**src/rtl/z_branch_ctrl_pkg.sv**
```systemverilog
// Shared types and codes for the conditional-branch sequencer.
package z_branch_ctrl_pkg;

  localparam int unsigned CNT_W = 8;

  typedef enum logic [2:0] {
    ST_IDLE  = 3'd0,
    ST_WAIT  = 3'd1,
    ST_EVAL  = 3'd2,
    ST_ISSUE = 3'd3,
    ST_ABORT = 3'd4
  } state_t;

  localparam logic BR_JMPZ  = 1'b0;
  localparam logic BR_JMPNZ = 1'b1;

  // JMPZ takes on global Z=1, JMPNZ on global Z=0
  function automatic logic take_branch(input logic br_type, input logic z_all);
    return (br_type == BR_JMPNZ) ? ~z_all : z_all;
  endfunction

endpackage

```
**src/rtl/z_branch_ctrl_if.sv**
```systemverilog
// Decoder / zReg / PC side signals of the branch sequencer.
interface z_branch_ctrl_if #(
  parameter int unsigned CORE_CNT = 4,
  parameter int unsigned PC_WIDTH = 8
);
  logic [CORE_CNT-1:0] zWrEn;
  logic [CORE_CNT-1:0] zIn;
  logic [CORE_CNT-1:0] activeMask;
  logic                brReq;
  logic                brType;
  logic [PC_WIDTH-1:0] brTarget;
  logic                stall;
  logic                pcLoad;
  logic [PC_WIDTH-1:0] pcTarget;
  logic                brDone;
  logic                brTaken;
  logic                zAll;
  logic                timeoutErr;

  modport master (
    output zWrEn, zIn, activeMask, brReq, brType, brTarget,
    input  stall, pcLoad, pcTarget, brDone, brTaken, zAll, timeoutErr
  );

  modport slave (
    input  zWrEn, zIn, activeMask, brReq, brType, brTarget,
    output stall, pcLoad, pcTarget, brDone, brTaken, zAll, timeoutErr
  );
endinterface

```
**src/rtl/z_branch_ctrl_fresh.sv**
```systemverilog
// Per-core "Z freshly written" bits; a write in the same cycle as a clear keeps the bit set.
module z_fresh_tracker #(
  parameter int unsigned CORE_CNT = 4
) (
  input  logic                clk,
  input  logic                rstN,
  input  logic [CORE_CNT-1:0] i_set,
  input  logic                i_clr,
  input  logic [CORE_CNT-1:0] i_mask,
  output logic                o_all_fresh_c
);

  logic [CORE_CNT-1:0] r_fresh;
  logic [CORE_CNT-1:0] w_fresh_nxt;

  always_comb begin
    w_fresh_nxt = i_clr ? i_set : (r_fresh | i_set);
  end

  always_ff @(posedge clk or negedge rstN) begin
    if (!rstN) r_fresh <= '0;
    else       r_fresh <= w_fresh_nxt;
  end

  // Inactive cores count as fresh, so an empty mask is ready at once
  assign o_all_fresh_c = ((r_fresh & i_mask) == i_mask);

endmodule

```
**src/rtl/z_branch_ctrl.sv**
```systemverilog
// Branch sequencer: waits for fresh Z from every active core, forms global Z, issues PC load.
module z_branch_ctrl
  import z_branch_ctrl_pkg::*;
#(
  parameter int unsigned CORE_CNT = 4,
  parameter int unsigned PC_WIDTH = 8,
  parameter int unsigned TIMEOUT  = 255
) (
  input  logic                  clk,
  input  logic                  rstN,
  z_branch_ctrl_if.slave        bus
);

  state_t              r_state, w_state_nxt;
  logic [CNT_W-1:0]    r_cnt, w_cnt_nxt;
  logic [CNT_W-1:0]    w_cnt_inc;
  logic                r_type, w_type_nxt;
  logic [CORE_CNT-1:0] r_mask, w_mask_nxt;
  logic [PC_WIDTH-1:0] r_pc_target, w_pc_target_nxt;
  logic                r_taken, w_taken_nxt;
  logic                r_z_all, w_z_all_nxt;
  logic                r_stall, w_stall_nxt;
  logic                r_pc_load, w_pc_load_nxt;
  logic                r_br_done, w_br_done_nxt;
  logic                r_br_taken, w_br_taken_nxt;
  logic                r_timeout_err, w_timeout_err_nxt;
  logic                w_clr_fresh;
  logic                w_all_fresh;
  logic                w_z_eval;

  assign w_clr_fresh = (r_state == ST_ISSUE) || (r_state == ST_ABORT);
  assign w_z_eval    = &(bus.zIn | ~r_mask);
  assign w_cnt_inc   = r_cnt + CNT_W'(1);

  z_fresh_tracker #(.CORE_CNT(CORE_CNT)) u_fresh (
    .clk           (clk),
    .rstN          (rstN),
    .i_set         (bus.zWrEn),
    .i_clr         (w_clr_fresh),
    .i_mask        (r_mask),
    .o_all_fresh_c (w_all_fresh)
  );

  // Next-state and next-output logic
  always_comb begin
    w_state_nxt       = r_state;
    w_cnt_nxt         = r_cnt;
    w_type_nxt        = r_type;
    w_mask_nxt        = r_mask;
    w_pc_target_nxt   = r_pc_target;
    w_taken_nxt       = r_taken;
    w_z_all_nxt       = r_z_all;
    w_pc_load_nxt     = 1'b0;
    w_br_done_nxt     = 1'b0;
    w_br_taken_nxt    = r_br_taken;
    w_timeout_err_nxt = r_timeout_err;

    unique case (r_state)
      ST_IDLE: begin
        if (bus.brReq) begin
          w_state_nxt     = ST_WAIT;
          w_type_nxt      = bus.brType;
          w_mask_nxt      = bus.activeMask;
          w_pc_target_nxt = bus.brTarget;
          w_cnt_nxt       = '0;
        end
      end
      ST_WAIT: begin
        if (w_all_fresh) begin
          w_state_nxt = ST_EVAL;
        end else begin
          w_cnt_nxt = w_cnt_inc;
          if (w_cnt_inc == CNT_W'(TIMEOUT)) w_state_nxt = ST_ABORT;
        end
      end
      ST_EVAL: begin
        w_z_all_nxt = w_z_eval;
        w_taken_nxt = take_branch(r_type, w_z_eval);
        w_state_nxt = ST_ISSUE;
      end
      ST_ISSUE: begin
        w_pc_load_nxt  = r_taken;
        w_br_done_nxt  = 1'b1;
        w_br_taken_nxt = r_taken;
        w_state_nxt    = ST_IDLE;
      end
      ST_ABORT: begin
        w_br_done_nxt     = 1'b1;
        w_br_taken_nxt    = 1'b0;
        w_timeout_err_nxt = 1'b1;
        w_state_nxt       = ST_IDLE;
      end
      default: w_state_nxt = ST_IDLE;
    endcase

    w_stall_nxt = (w_state_nxt != ST_IDLE);
  end

  always_ff @(posedge clk or negedge rstN) begin
    if (!rstN) begin
      r_state       <= ST_IDLE;
      r_cnt         <= '0;
      r_type        <= BR_JMPZ;
      r_mask        <= '0;
      r_pc_target   <= '0;
      r_taken       <= 1'b0;
      r_z_all       <= 1'b1;
      r_stall       <= 1'b0;
      r_pc_load     <= 1'b0;
      r_br_done     <= 1'b0;
      r_br_taken    <= 1'b0;
      r_timeout_err <= 1'b0;
    end else begin
      r_state       <= w_state_nxt;
      r_cnt         <= w_cnt_nxt;
      r_type        <= w_type_nxt;
      r_mask        <= w_mask_nxt;
      r_pc_target   <= w_pc_target_nxt;
      r_taken       <= w_taken_nxt;
      r_z_all       <= w_z_all_nxt;
      r_stall       <= w_stall_nxt;
      r_pc_load     <= w_pc_load_nxt;
      r_br_done     <= w_br_done_nxt;
      r_br_taken    <= w_br_taken_nxt;
      r_timeout_err <= w_timeout_err_nxt;
    end
  end

  assign bus.stall      = r_stall;
  assign bus.pcLoad     = r_pc_load;
  assign bus.pcTarget   = r_pc_target;
  assign bus.brDone     = r_br_done;
  assign bus.brTaken    = r_br_taken;
  assign bus.zAll       = r_z_all;
  assign bus.timeoutErr = r_timeout_err;

endmodule

```
**src/flat_wrapper.sv**
```systemverilog
// flat-port wrapper written by rule: the top's interface ports become plain ports
module z_branch_ctrl_flat import z_branch_ctrl_pkg::*;
#(
  parameter int unsigned CORE_CNT = 4,
  parameter int unsigned PC_WIDTH = 8,
  parameter int unsigned TIMEOUT  = 255
)
  (clk, rstN, bus_zWrEn, bus_zIn, bus_activeMask, bus_brReq, bus_brType, bus_brTarget, bus_stall, bus_pcLoad, bus_pcTarget, bus_brDone, bus_brTaken, bus_zAll, bus_timeoutErr);
  z_branch_ctrl_if #(.CORE_CNT(CORE_CNT), .PC_WIDTH(PC_WIDTH)) bus_i ();
  input  logic clk;
  input  logic rstN;
  input wire logic [$bits(bus_i.zWrEn)-1:0] bus_zWrEn;
  input wire logic [$bits(bus_i.zIn)-1:0] bus_zIn;
  input wire logic [$bits(bus_i.activeMask)-1:0] bus_activeMask;
  input wire logic [$bits(bus_i.brReq)-1:0] bus_brReq;
  input wire logic [$bits(bus_i.brType)-1:0] bus_brType;
  input wire logic [$bits(bus_i.brTarget)-1:0] bus_brTarget;
  output wire logic [$bits(bus_i.stall)-1:0] bus_stall;
  output wire logic [$bits(bus_i.pcLoad)-1:0] bus_pcLoad;
  output wire logic [$bits(bus_i.pcTarget)-1:0] bus_pcTarget;
  output wire logic [$bits(bus_i.brDone)-1:0] bus_brDone;
  output wire logic [$bits(bus_i.brTaken)-1:0] bus_brTaken;
  output wire logic [$bits(bus_i.zAll)-1:0] bus_zAll;
  output wire logic [$bits(bus_i.timeoutErr)-1:0] bus_timeoutErr;
  assign bus_i.zWrEn = bus_zWrEn;
  assign bus_i.zIn = bus_zIn;
  assign bus_i.activeMask = bus_activeMask;
  assign bus_i.brReq = bus_brReq;
  assign bus_i.brType = bus_brType;
  assign bus_i.brTarget = bus_brTarget;
  assign bus_stall = bus_i.stall;
  assign bus_pcLoad = bus_i.pcLoad;
  assign bus_pcTarget = bus_i.pcTarget;
  assign bus_brDone = bus_i.brDone;
  assign bus_brTaken = bus_i.brTaken;
  assign bus_zAll = bus_i.zAll;
  assign bus_timeoutErr = bus_i.timeoutErr;
  z_branch_ctrl #(.CORE_CNT(CORE_CNT), .PC_WIDTH(PC_WIDTH), .TIMEOUT(TIMEOUT)) u_core (.clk(clk), .rstN(rstN), .bus(bus_i));
endmodule
```
**config.mk**
```make
export PLATFORM = sky130hd
export DESIGN_NAME = z_branch_ctrl_flat
export DESIGN_NICKNAME = d
export VERILOG_FILES = /design/src/rtl/z_branch_ctrl_pkg.sv /design/src/rtl/z_branch_ctrl_if.sv /design/src/rtl/z_branch_ctrl_fresh.sv /design/src/rtl/z_branch_ctrl.sv /design/src/flat_wrapper.sv
export SDC_FILE = /design/constraint.sdc
export NUM_CORES = 1
export LEC_CHECK = 0
export BUFFER_PORTS_ARGS = -buffer_cell sky130_fd_sc_hd__buf_4
export CAP_MARGIN = 15
export CORE_ASPECT_RATIO = 1.1
export CORE_UTILIZATION = 30
export DETAILED_ROUTE_END_ITERATION = 12
export GPL_ROUTABILITY_DRIVEN = 0
export PLACE_DENSITY_LB_ADDON = 0.15
export SETUP_SLACK_MARGIN = 0.5
export SLEW_MARGIN = 10
export SYNTH_ARGS = -nofsm -noshare
export SYNTH_HDL_FRONTEND = slang
export SYNTH_SLANG_ARGS = --single-unit
```
**constraint.sdc**
```tcl
create_clock -name clk -period 3.85 [get_ports clk]
set_input_delay 0.385 -clock clk [delete_from_list [all_inputs] [get_ports clk]]
set_output_delay 0.385 -clock clk [all_outputs]
set_load 0.01 [all_outputs]
```
; Word-level counts from Yosys, hierarchy flattened
; Cells that the tools add are included.
[totals]
reg_bits = 35
in_bits = 24
output_inout_bits = 14
[op_classes]
addsub = 1
n_eq_ne = 8
n_mux = 12
bitwise = 5
n_reduce_logical = 9
[ops]
columns = cell, count
row1 = $mux 8, 2
row2 = $pmux 8 s2, 1
row3 = $mux 3, 3
row4 = $pmux 3 s3, 1
row5 = $add 8x1->8 const B, 1
row6 = $eq 8x8->1 const B, 1
row7 = $or 4x4->4, 2
row8 = $eq 3x2->1 const B, 2
row9 = $and 4x4->4, 1
row10 = $eq 4x4->1, 1
row11 = $mux 4, 1
row12 = $ne 2x2->1 const B, 2
row13 = $not 4->4, 1
row14 = $reduce_and 4->1, 1
row15 = $reduce_bool 2->1, 2
row16 = $eq 3x1->1 const B, 1
row17 = $eq 3x3->1 const B, 1
row18 = $logic_not 3->1, 1
row19 = $mux 1, 3
row20 = $reduce_and 3->1, 1
row21 = $reduce_bool 3->1, 1
row22 = $pmux 1 s2, 1
row23 = $reduce_and 2->1, 1
row24 = $reduce_or 2->1, 1
row25 = other kinds (2), 2

; Logic depth before layout (Yosys ltp)
; Gate-level depths: netlist (run 1).
[depth]
depth_word = 6
mapped_depth = 7
depth_no_buf = 6

; Cells and area by module
; A second synthesis (run 1) with hierarchy kept.
[unflattened]
cells_unflattened = 137
area_unflattened_um2 = 1644.1
[by_module_without_submodules]
columns = module, n_inst, cells_each, area_per_inst_um2, seq_area_each_um2
row1 = z_branch_ctrl, 1, 123, 1460.2, 777.0
row2 = z_fresh_tracker, 1, 14, 183.9, 100.1

; Least setup slack after synthesis (run 1)
; No wires, ideal clock.
[synth_timing]
path_type = register -> register
from = reg u_core.r_state[1]
to = reg u_core.r_pc_target[2], in the netlist u_core.bus.pcTarget[2]
t_arrival_ns = 1.485
required_ns = 3.725
slack_ns = 2.241
stages_incl_launch_ff = 5
path_buffers = 2
period_less_slack_ns = 1.609
path_cell_list = dfrtp_1 buf_4 nor4b_4 buf_4 mux2_2
[synth_via]
elab_chain_len = 2
[synth_rtl]
columns = item, line_no
row1 = "start, declared", z_branch_ctrl.sv:14  ; state_t r_state, w_state_nxt;
row2 = "start signal, assigned", z_branch_ctrl.sv:114  ; r_state <= w_state_nxt;
row3 = $logic_not 3->1, z_branch_ctrl.sv:58  ; unique case (r_state)
row4 = $reduce_and 2->1 (no source line), n/a
row5 = "end signal, assigned", z_branch_ctrl.sv:118  ; r_pc_target <= w_pc_target_nxt;
row6 = "end, declared", z_branch_ctrl.sv:19  ; logic [PC_WIDTH-1:0] r_pc_target, w_pc_target_nxt;
; No other way between the ends.
; A chain may end at the register's enable or synchronous reset.

; Worst setup path in the final report (run 1)
[layout_timing]
from = reg u_core.r_state[1]
to = reg u_core.r_cnt[3]
[layout_via]
elab_chain_len = 3
[layout_rtl]
columns = item, line_no
row1 = $eq 3x1->1 / $logic_not 3->1 (equally long branches), z_branch_ctrl.sv:58
row2 = $ne 2x2->1 (no source line) / $reduce_bool 2->1 (equally long branches), n/a
row3 = $reduce_and 3->1 (no source line), n/a
row4 = "end signal, assigned", z_branch_ctrl.sv:115  ; r_cnt <= w_cnt_nxt;
row5 = "end, declared", z_branch_ctrl.sv:15  ; logic [CNT_W-1:0] r_cnt, w_cnt_nxt;
; Several ways; a longest one is shown, not always the timed one.

==> flow_summary.ini, run 1 <==
[run_status]
status = finished, final reports clean

[clocking]
post-cts-setup-buffer-count = 0
clk-insertion-delay-late_ps = 290
cts_tree = done
cts-root-buf = clkbuf_8
numCtsBuffers = 5
cts.sinks = 35
clockBufferDepth = 2
htree_num_levels = 2
path_clk_slew_ps = 80
cts.repair.resized = 0
cts_hold_buf = 0

[pwr]
internal_power_uw = 951
combPwrFrac_pct = 33.5
leakagePower_nw = 0.919
pwr-share-seq_pct = 42.7
pwr-share-clk_pct = 23.7
p_sw_uw = 459
powerDensity_nw_per_um2 = 688
swShare_pct = 32.6
peakVddDrop_mv = 0.336

[timing]
finalCritPeriodShare_pct = 54.4
fin_skew_ps = 7.63
finalSetupViolations = 0
max-slew-margin-rel_pct = 33.3
hold_violations = 0
finalSetupTns_ps = 0
worst_slew_pin_slew_ps = 996
clock.fmax_mhz = 478
grt_setup_unrepaired = no
fin_crit_ps = 2090
maxSlewViolCount = 0

[synth]
ys_types = 38
synth_fa_ha_area_share_pct = 1.55
yosysWarnings = 0
netlist_instances = 144
synthFlopType = dfrtp_1
syn-cell-area_um2 = 1620
synth_edf_count = 0
synth_compound_area_share_pct = 12.2
synth-xor-area-share_pct = 2.71
syn_avg_cell_area_um2 = 11.2
ys_seq_elements = 35
synth_fp_nets = 170
synth_top_family_by_area = simple AND/OR/NAND/NOR gates
synth_mux_area_share_pct = 8.36
ys_async_sr_fraction_pct = 100
yosys.area_share.simple_pct = 15.9
seq_area_frac_synth_pct = 54.3

[die]
die-height_um = 79.0
die_area_um2 = 5690
io_pins = 38
rows = 27
core_um2 = 5100
die_w_um = 72.0
start_util_pct = 31.7

[cells_and_area]
drive_above_1_share_pct = 34.4
design_area_um2 = 2050
insertedDiodeCount = 0
mostFrequentLayoutCells = 38 x buf_4, 34 x dfrtp_1, 15 x nand2_1, 12 x mux2_2, 9 x o21ai_0
area_growth_pct = 26.8
final_common_cell = buf_4
nNetsFinal = 208

[global_route]
overflow = 0
grt_pass1_wl_mm = 5.71
antenna_found_initial = 0
grt_max_degree = 36
grt_usage_pct = 13.3
grt_pass1_vias = 1245

[hold_path]
holdCritPathClass = input pin to async pin

[route]
ant_nets = 0
drtIter0Drc = 85
via_per_inst = 4.62
drc = 0
post_drt_wl_per_cell_um = 13.0
dr_total_vias = 1178
wl_mm = 3.32
drt_pass1_iterations = 4

[worst_setup_path]
cp_max_fo = 16
critical_path_class = flop to flop
arrival_ps = 2260
r2r_cells = 5
rr_endpoint = u_core.r_cnt[3]
r2r_setup_slack_ps = 1760
reg2reg_from = u_core.r_state[1]
critPathLaunchType = flop
cp-end-kind = flop
worstPathRequired_ps = 4020

[place]
hpwl_mm = 2.40
dpl_cell_area_um2 = 1940
io_buffers = 37

[run]
cap_violations = 0
logic make-up (layout without fill, tap and decap cells):
kind of cell / after synthesis / count (layout)
buf+inv: 14 / 53
simple gates: 45 / 45
flops: 35 / 35
mux: 12 / 12
xor+xnor: 5 / 5
fa+ha+maj: 2 / 2
compound gates: 31 / 31
Yosys cell counts, types with 3 or more instances:
master | instances | area [um2]
nand2_1 | 15 | 56.3
and3_1 | 3 | 18.8
nor2_1 | 3 | 11.3
nand3_1 | 3 | 15.0
o21ai_1 | 5 | 25.0
inv_1 | 6 | 22.5
nand2b_1 | 4 | 25.0
dfrtp_1 | 34 | 851
o21ai_0 | 9 | 45.0
mux2_2 | 12 | 135
xnor2_1 | 4 | 35.0
nor3_1 | 3 | 15.0
buf_4 | 3 | 22.5
nor2b_1 | 6 | 37.5
a21o_1 | 5 | 37.5
stage by stage:
step	power (mW)	utilization (%)	cells	hold slack, ps	setup WS, ps
CTS	1.43	40.2	255	53.8	1670
global route	1.51	40.2	255	65.9	1460
finish	1.41	40.2	255	33.0	1760
detailed placement	1.09	38.0	247	380	1690
floorplan	0.918	-	144	89.4	2240
global placement	1.07	38.0	247	364	1830
power groups by stage:
stage	combinational (mW)	sequential [mW]	clock [mW]
after detailed placement	0.481	0.608	0
final	0.473	0.603	0.334
after global placement	0.467	0.601	0
after global routing	0.525	0.626	0.362
after CTS	0.482	0.604	0.344
after floorplan	0.319	0.599	0
flip-flops by register name (all words and copies together), names as in the netlist:
signal,count
u_core.bus.brDone,1
u_core.bus.brTaken,1
u_core.bus.pcLoad,1
u_core.bus.pcTarget,8
u_core.bus.stall,1
u_core.bus.timeoutErr,1
u_core.bus.zAll,1
u_core.r_cnt,8
u_core.r_mask,4
u_core.r_state,3
u_core.r_taken,1
u_core.r_type,1
u_core.u_fresh.r_fresh,4
worst max path at each step:
stage | startpoint | endpoint | slack (ps) | depth (start not counted)
2_1_floorplan | u_core.r_state[1] | u_core.bus.pcTarget[2] | 2240 | 4
3_3_place_gp | u_core.r_state[0] | u_core.r_cnt[3] | 1830 | 5
3_5_place_dp | u_core.r_state[1] | u_core.r_cnt[5] | 1690 | 5
4_1_cts | u_core.r_state[1] | u_core.r_cnt[3] | 1670 | 5
5_1_grt | u_core.r_state[0] | u_core.r_cnt[3] | 1460 | 5
6_report | u_core.r_state[1] | u_core.r_cnt[3] | 1760 | 5
final cells by class:
class                      count  area, um2
sequential                    35        877
timing repair buffer          38        285
inverter                       7       26.3
clock inverter                 3       43.8
fill                         491       3050
tap                           72       90.1
clock buffer                   5       68.8
multi-input combinational     95        658
worst max-delay path: stages, from the launching register on:
cell and delay, ps:
dfrtp_1 500, nor4b_4 900, inv_2 20, and2_1 290
o21ai_1 180, o31ai_1 80
layer usage:
layer	up-vias	wire length [um]	part of all wire, %	GRT usage [%]
li1	573	-	-	-
met1	564	1410	42	15.0
met2	33	1680	51	22.2
met3	8	148	4.5	4.19
met4	0	79	2.4	7.06
met5	-	0	0	0
Power figures use the tool's default switching activity.
==> run 2: changes to the inputs <==
Clock period 3.85 ns to 2.1 ns, I/O delays scaled along.
==> run 2 against run 1 <==
  * Clock skew shrank 0.61 ps
  * Total power increased by 87%
  * Hold slack improved by 74 ps
  * Register-to-register slack got worse by 1200 ps
  * Critical path type unchanged
  * Largest cell class unchanged
  * Largest power group unchanged
  * Highest routed layer unchanged
==> flow_summary.ini, run 2 (synthesized netlist as in run 1, its figures left out) <==
[global_route]
grt_max_degree = 36
grt_usage_pct = 12.9
antenna_found_initial = 0
grt_pass1_wl_mm = 5.52
overflow = 0
grt_pass1_vias = 1240

[timing]
worst_slew_pin_slew_ps = 444
fin_skew_ps = 7.02
hold_slack_ps = 107
grt_setup_unrepaired = yes
finalSetupViolations = 0
maxSlewViolCount = 0
finalSetupTns_ps = 0
finalCritPeriodShare_pct = 73.4
max-slew-margin-rel_pct = 70.4
fin_crit_ps = 1540
hold_violations = 0
clock.fmax_mhz = 648

[die]
rows = 27
die_w_um = 72.0
start_util_pct = 31.7
die_area_um2 = 5690
core_um2 = 5100
die-height_um = 79.0
io_pins = 38

[route]
ant_nets = 0
via_per_inst = 4.59
drc = 0
wl_mm = 3.45
drtIter0Drc = 45
drt_pass1_iterations = 4
dr_total_vias = 1240
post_drt_wl_per_cell_um = 12.8

[cells_and_area]
insertedDiodeCount = 0
fill_cells = 482
mostFrequentLayoutCells = 50 x buf_4, 29 x dfrtp_1, 14 x nand2_1, 12 x mux2_2, 8 x o21ai_0
final_common_cell = buf_4
multiInputGateArea_um2 = 731
drive_above_1_share_pct = 46.5
seq_area_um2 = 883
area_growth_pct = 38.5
stdcell_count = 270
nNetsFinal = 223

[clocking]
htree_num_levels = 2
numCtsBuffers = 5
clockBufferDepth = 2
cts.sinks = 35
cts-root-buf = clkbuf_8
cts_tree = done
path_clk_slew_ps = 70
clk-insertion-delay-late_ps = 280

[place]
hpwl_mm = 2.28
io_buffers = 37
dp_cells = 248

[worst_setup_path]
reg2reg_from = u_core.r_state[2]
cp_max_fo = 11
crit_chain = nor4b_4, buf_6, mux2_2
critPathMaxStageDelay_ps = 490
timing.critical_path.buf_inv = 1
critPathLaunchType = flop
critical_path_class = flop to flop
setup.worst_path.start = u_core.r_state[2]
cp-end-kind = flop
worstPathRequired_ps = 2270
cp_slowest_cell = dfrtp_2
arrival_ps = 1710
crit_family = flip-flops

[pwr]
leakagePower_nw = 1.00
powerDensity_nw_per_um2 = 1180
combPwrFrac_pct = 38.1
peakVddDrop_mv = 0.532
pwr-share-seq_pct = 41.7
p_sw_uw = 843
internal_power_mw = 1.79
p_total_mw = 2.63
pwr-share-clk_pct = 20.2
swShare_pct = 32.0

[run]
cap_violations = 0

[hold_path]
hold_start = bus_zWrEn[3]
holdCritPathClass = input pin to flop

[run_status]
status = finished, final reports clean
run 2: final timing paths:
path / to / slack (ps) / depth (start not counted)
setup / recovery: u_core.bus.pcTarget[7] / 560 / 3
hold / removal: u_core.u_fresh.r_fresh[3] / 110 / 2
setup reg to reg: u_core.bus.pcTarget[7] / 560 / 3
hold reg to reg: u_core.bus.timeoutErr / 460 / 1
max in group asynchronous: u_core.bus.zAll / 1340 / 2
min in group asynchronous: u_core.r_cnt[5] / 410 / 2
run 2: repair_timing:
action | 4_1_cts | 5_1_grt
pin swaps | 4 | 10
hold buffers | 1 | 0
endpoints found under the setup margin | 18 | 19
gates cloned | 0 | 0
hold endpoints to repair | 34 | 0
gates resized for setup | 7 | 15
buffers inserted | 8 | 5
run 2: final cells by class:
cell class | instances | share of cell area (%)
sequential | 35 | 39.5
multi-input combinational | 95 | 32.6
clock buffer | 8 | 4.47
tap | 72 | 4.02
timing repair buffer | 53 | 18.2
inverter | 7 | 1.17
run 2: per-stage QoR:
step / instance area (um2) / setup WS, ps / utilization, %
detailed placement: 1940 / 346 / 38.1
global placement: 1940 / 367 / 38.1
CTS: 2140 / 475 / 42.0
global route: 2240 / 489 / 43.9
floorplan: 1620 / 491 / -
finish: 2240 / 558 / 43.9
run 2: worst register-to-register path, stage by stage, from the launching register on:
cell,delay (ps)
dfrtp_2,490
nor4b_4,400
buf_6,210
mux2_2,340
run 2: per-layer routing:
layer | vias to the layer above | track usage, % | wire length, um
li1 | 608 | - | -
met1 | 595 | 14.5 | 1460
met2 | 30 | 22.5 | 1790
met3 | 7 | 4.31 | 151
met4 | 0 | 4.71 | 49
met5 | - | 0 | 0
run 2: power groups by stage:
stage          Sequential, mW  Combinational (mW)  Clock (mW)
3_5_place_dp             1.11               0.881           0
3_3_place_gp             1.10               0.869           0
6_report                 1.10                1.00       0.532
2_1_floorplan            1.10               0.591           0
5_1_grt                  1.14                1.11       0.591
4_1_cts                  1.10               0.958       0.554
==> run 3: changes to the inputs <==
Clock period 2.1 ns to 1.4 ns, I/O delays scaled along.
==> run 3 against run 2 <==
  * The flow now finishes with violations (setup timing)
  * Clock power rose by 54%
  * Non-clock buffer count rose by 25
  * Combinational power rose to 2.5 times the previous value
  * Register-to-register slack got worse by 670 ps
  * Critical endpoint is now u_core.r_cnt[5]
  * Largest cell class is now multi-input gates
  * Highest routed layer unchanged
==> flow_summary.ini, run 3 (synthesized netlist as in run 1, its figures left out) <==
[worst_setup_path]
cp-end-kind = flop
reg2reg_from = u_core.r_state[1]
cp_max_fo = 7
r2r_cells = 6
worstPathRequired_ps = 1570
critPathLaunchType = flop
rr_endpoint = u_core.r_cnt[5]
cp_slowest_cell = dfrtp_2
r2r_setup_slack_ps = -110
crit_chain = nor3b_4, o41ai_2, buf_4, and2_4, o21ai_4, o41ai_4
critical_path_class = flop to flop
arrival_ps = 1680
critPathMaxStageDelay_ps = 470

[clocking]
clk-insertion-delay-late_ps = 290
cts-root-buf = clkbuf_8
htree_num_levels = 2
cts_tree = done
cts.sinks = 35
numCtsBuffers = 5
clockBufferDepth = 2
path_clk_slew_ps = 80

[route]
dr_total_vias = 1382
via_per_inst = 4.67
drc = 0
drtIter0Drc = 40
drt_pass1_iterations = 4
wl_mm = 3.99
ant_nets = 0
post_drt_wl_per_cell_um = 13.5

[pwr]
powerDensity_nw_per_um2 = 1850
peakVddDrop_mv = 0.988
p_total_mw = 5.04
leakagePower_nw = 1.24

[place]
io_buffers = 37
dpl_cell_area_um2 = 2170
hpwl_mm = 2.59
dp_cells = 270
pre_cts_ws_ps = -137

[global_route]
use_met2_pct = 25.7
grt_usage_pct = 15.0
grt_pass1_vias = 1417
antenna_found_initial = 0
use_met3_pct = 3.93
overflow = 0
grt_pass1_wl_mm = 6.49
top_usage_layer = met2
grt_max_degree = 36
met1_usage_pct = 17.6

[timing]
hold_slack_ps = 23.7
max-slew-margin-rel_pct = 69.8
grt_setup_unrepaired = yes
finalSetupTns_ps = -1590
fin_crit_ps = 1510
hold_violations = 0
finalSetupViolations = 21
finalCritPeriodShare_pct = 108
worst_slew_pin_slew_ps = 453
clock.fmax_mhz = 661
setup_slack_ps = -113
maxSlewViolCount = 0
fin_skew_ps = 8.22

[cells_and_area]
multiInputGateArea_um2 = 941
final_util_pct = 53.3
fill_cells = 452
seq_area_um2 = 885
drive_above_1_share_pct = 62.9
design_area_um2 = 2720
insertedDiodeCount = 0
mostFrequentLayoutCells = 54 x buf_4, 28 x dfrtp_1, 22 x buf_6, 12 x mux2_4, 10 x o21ai_1
nNetsFinal = 249
area_growth_pct = 68.3
stdcell_count = 296
final_common_cell = buf_4

[hold_path]
holdPathEnd = u_core.u_fresh.r_fresh[3]
whs_path_depth = 2
hold_start = bus_zWrEn[3]
holdCritPathClass = input pin to flop

[die]
start_util_pct = 31.7
core_um2 = 5100
rows = 27
die_area_um2 = 5690
die_w_um = 72.0
die-height_um = 79.0
io_pins = 38

[run_status]
status = complete, but fails checks
violations = setup timing

[run]
cap_violations = 0
==> run 3: cell types whose count changed in the layout (fill, tap and decap cells not counted), moves of 5 or more <==
cell and change:
o21ai_0 -6, mux2_4 +12, buf_6 +20, mux2_2 -12, nand2_1 -5
==> run 3: worst max-delay path by stage <==
| stage | depth (start not counted) | startpoint | slack, ps | to |
|---|---|---|---|---|
| final | 6 | u_core.r_state[1] | -110 | u_core.r_cnt[5] |
| after global routing | 6 | u_core.r_cnt[1] | -200 | u_core.r_state[2] |
| after CTS | 3 | u_core.r_state[2] | -110 | u_core.bus.pcTarget[5] |
| after detailed placement | 6 | u_core.r_mask[1] | -140 | u_core.r_cnt[5] |
| after global placement | 6 | u_core.r_mask[1] | -130 | u_core.r_cnt[5] |
| after floorplan | 4 | u_core.r_state[1] | -170 | u_core.bus.pcTarget[2] |
==> run 3: metal layers <==
| layer | share of wire [%] | wire [um] | up-vias |
|---|---|---|---|
| met5 | 0 | 0 | - |
| met4 | 1.7 | 66 | 0 |
| met3 | 4.5 | 178 | 6 |
| met2 | 53 | 2100 | 38 |
| met1 | 41 | 1650 | 681 |
| li1 | - | - | 657 |
==> run 3: worst max-delay path, delay by kind of cell, from the launching register on <==
family	cells	cell delay, ps
AOI/OAI and AO/OA	3	350
DFF	1	470
buffers and inverters	1	170
and+or+nand+nor	2	400
==> run 3: cell type report <==
class | count | share of cell area (%)
clock buffer | 8 | 3.68
inverter | 7 | 0.966
multi-input combinational | 96 | 34.6
sequential | 35 | 32.5
tap | 72 | 3.31
timing repair buffer | 78 | 24.9
==> run 3: what timing repair did <==
item	4_1_cts	5_1_grt
gates cloned	1	0
hold endpoints to repair	34	0
resized for setup	46	35
hold buffers	1	0
pin swaps	10	17
setup buffers	11	5
endpoints found under the setup margin	49	49
==> run 3: report_power, final <==
group	internal, mW	switching (mW)	leakage (nW)
registers	1.39	0.304	0.420
logic	1.56	0.967	0.764
clock network	0.449	0.371	0.0515
total	3.40	1.64	1.24
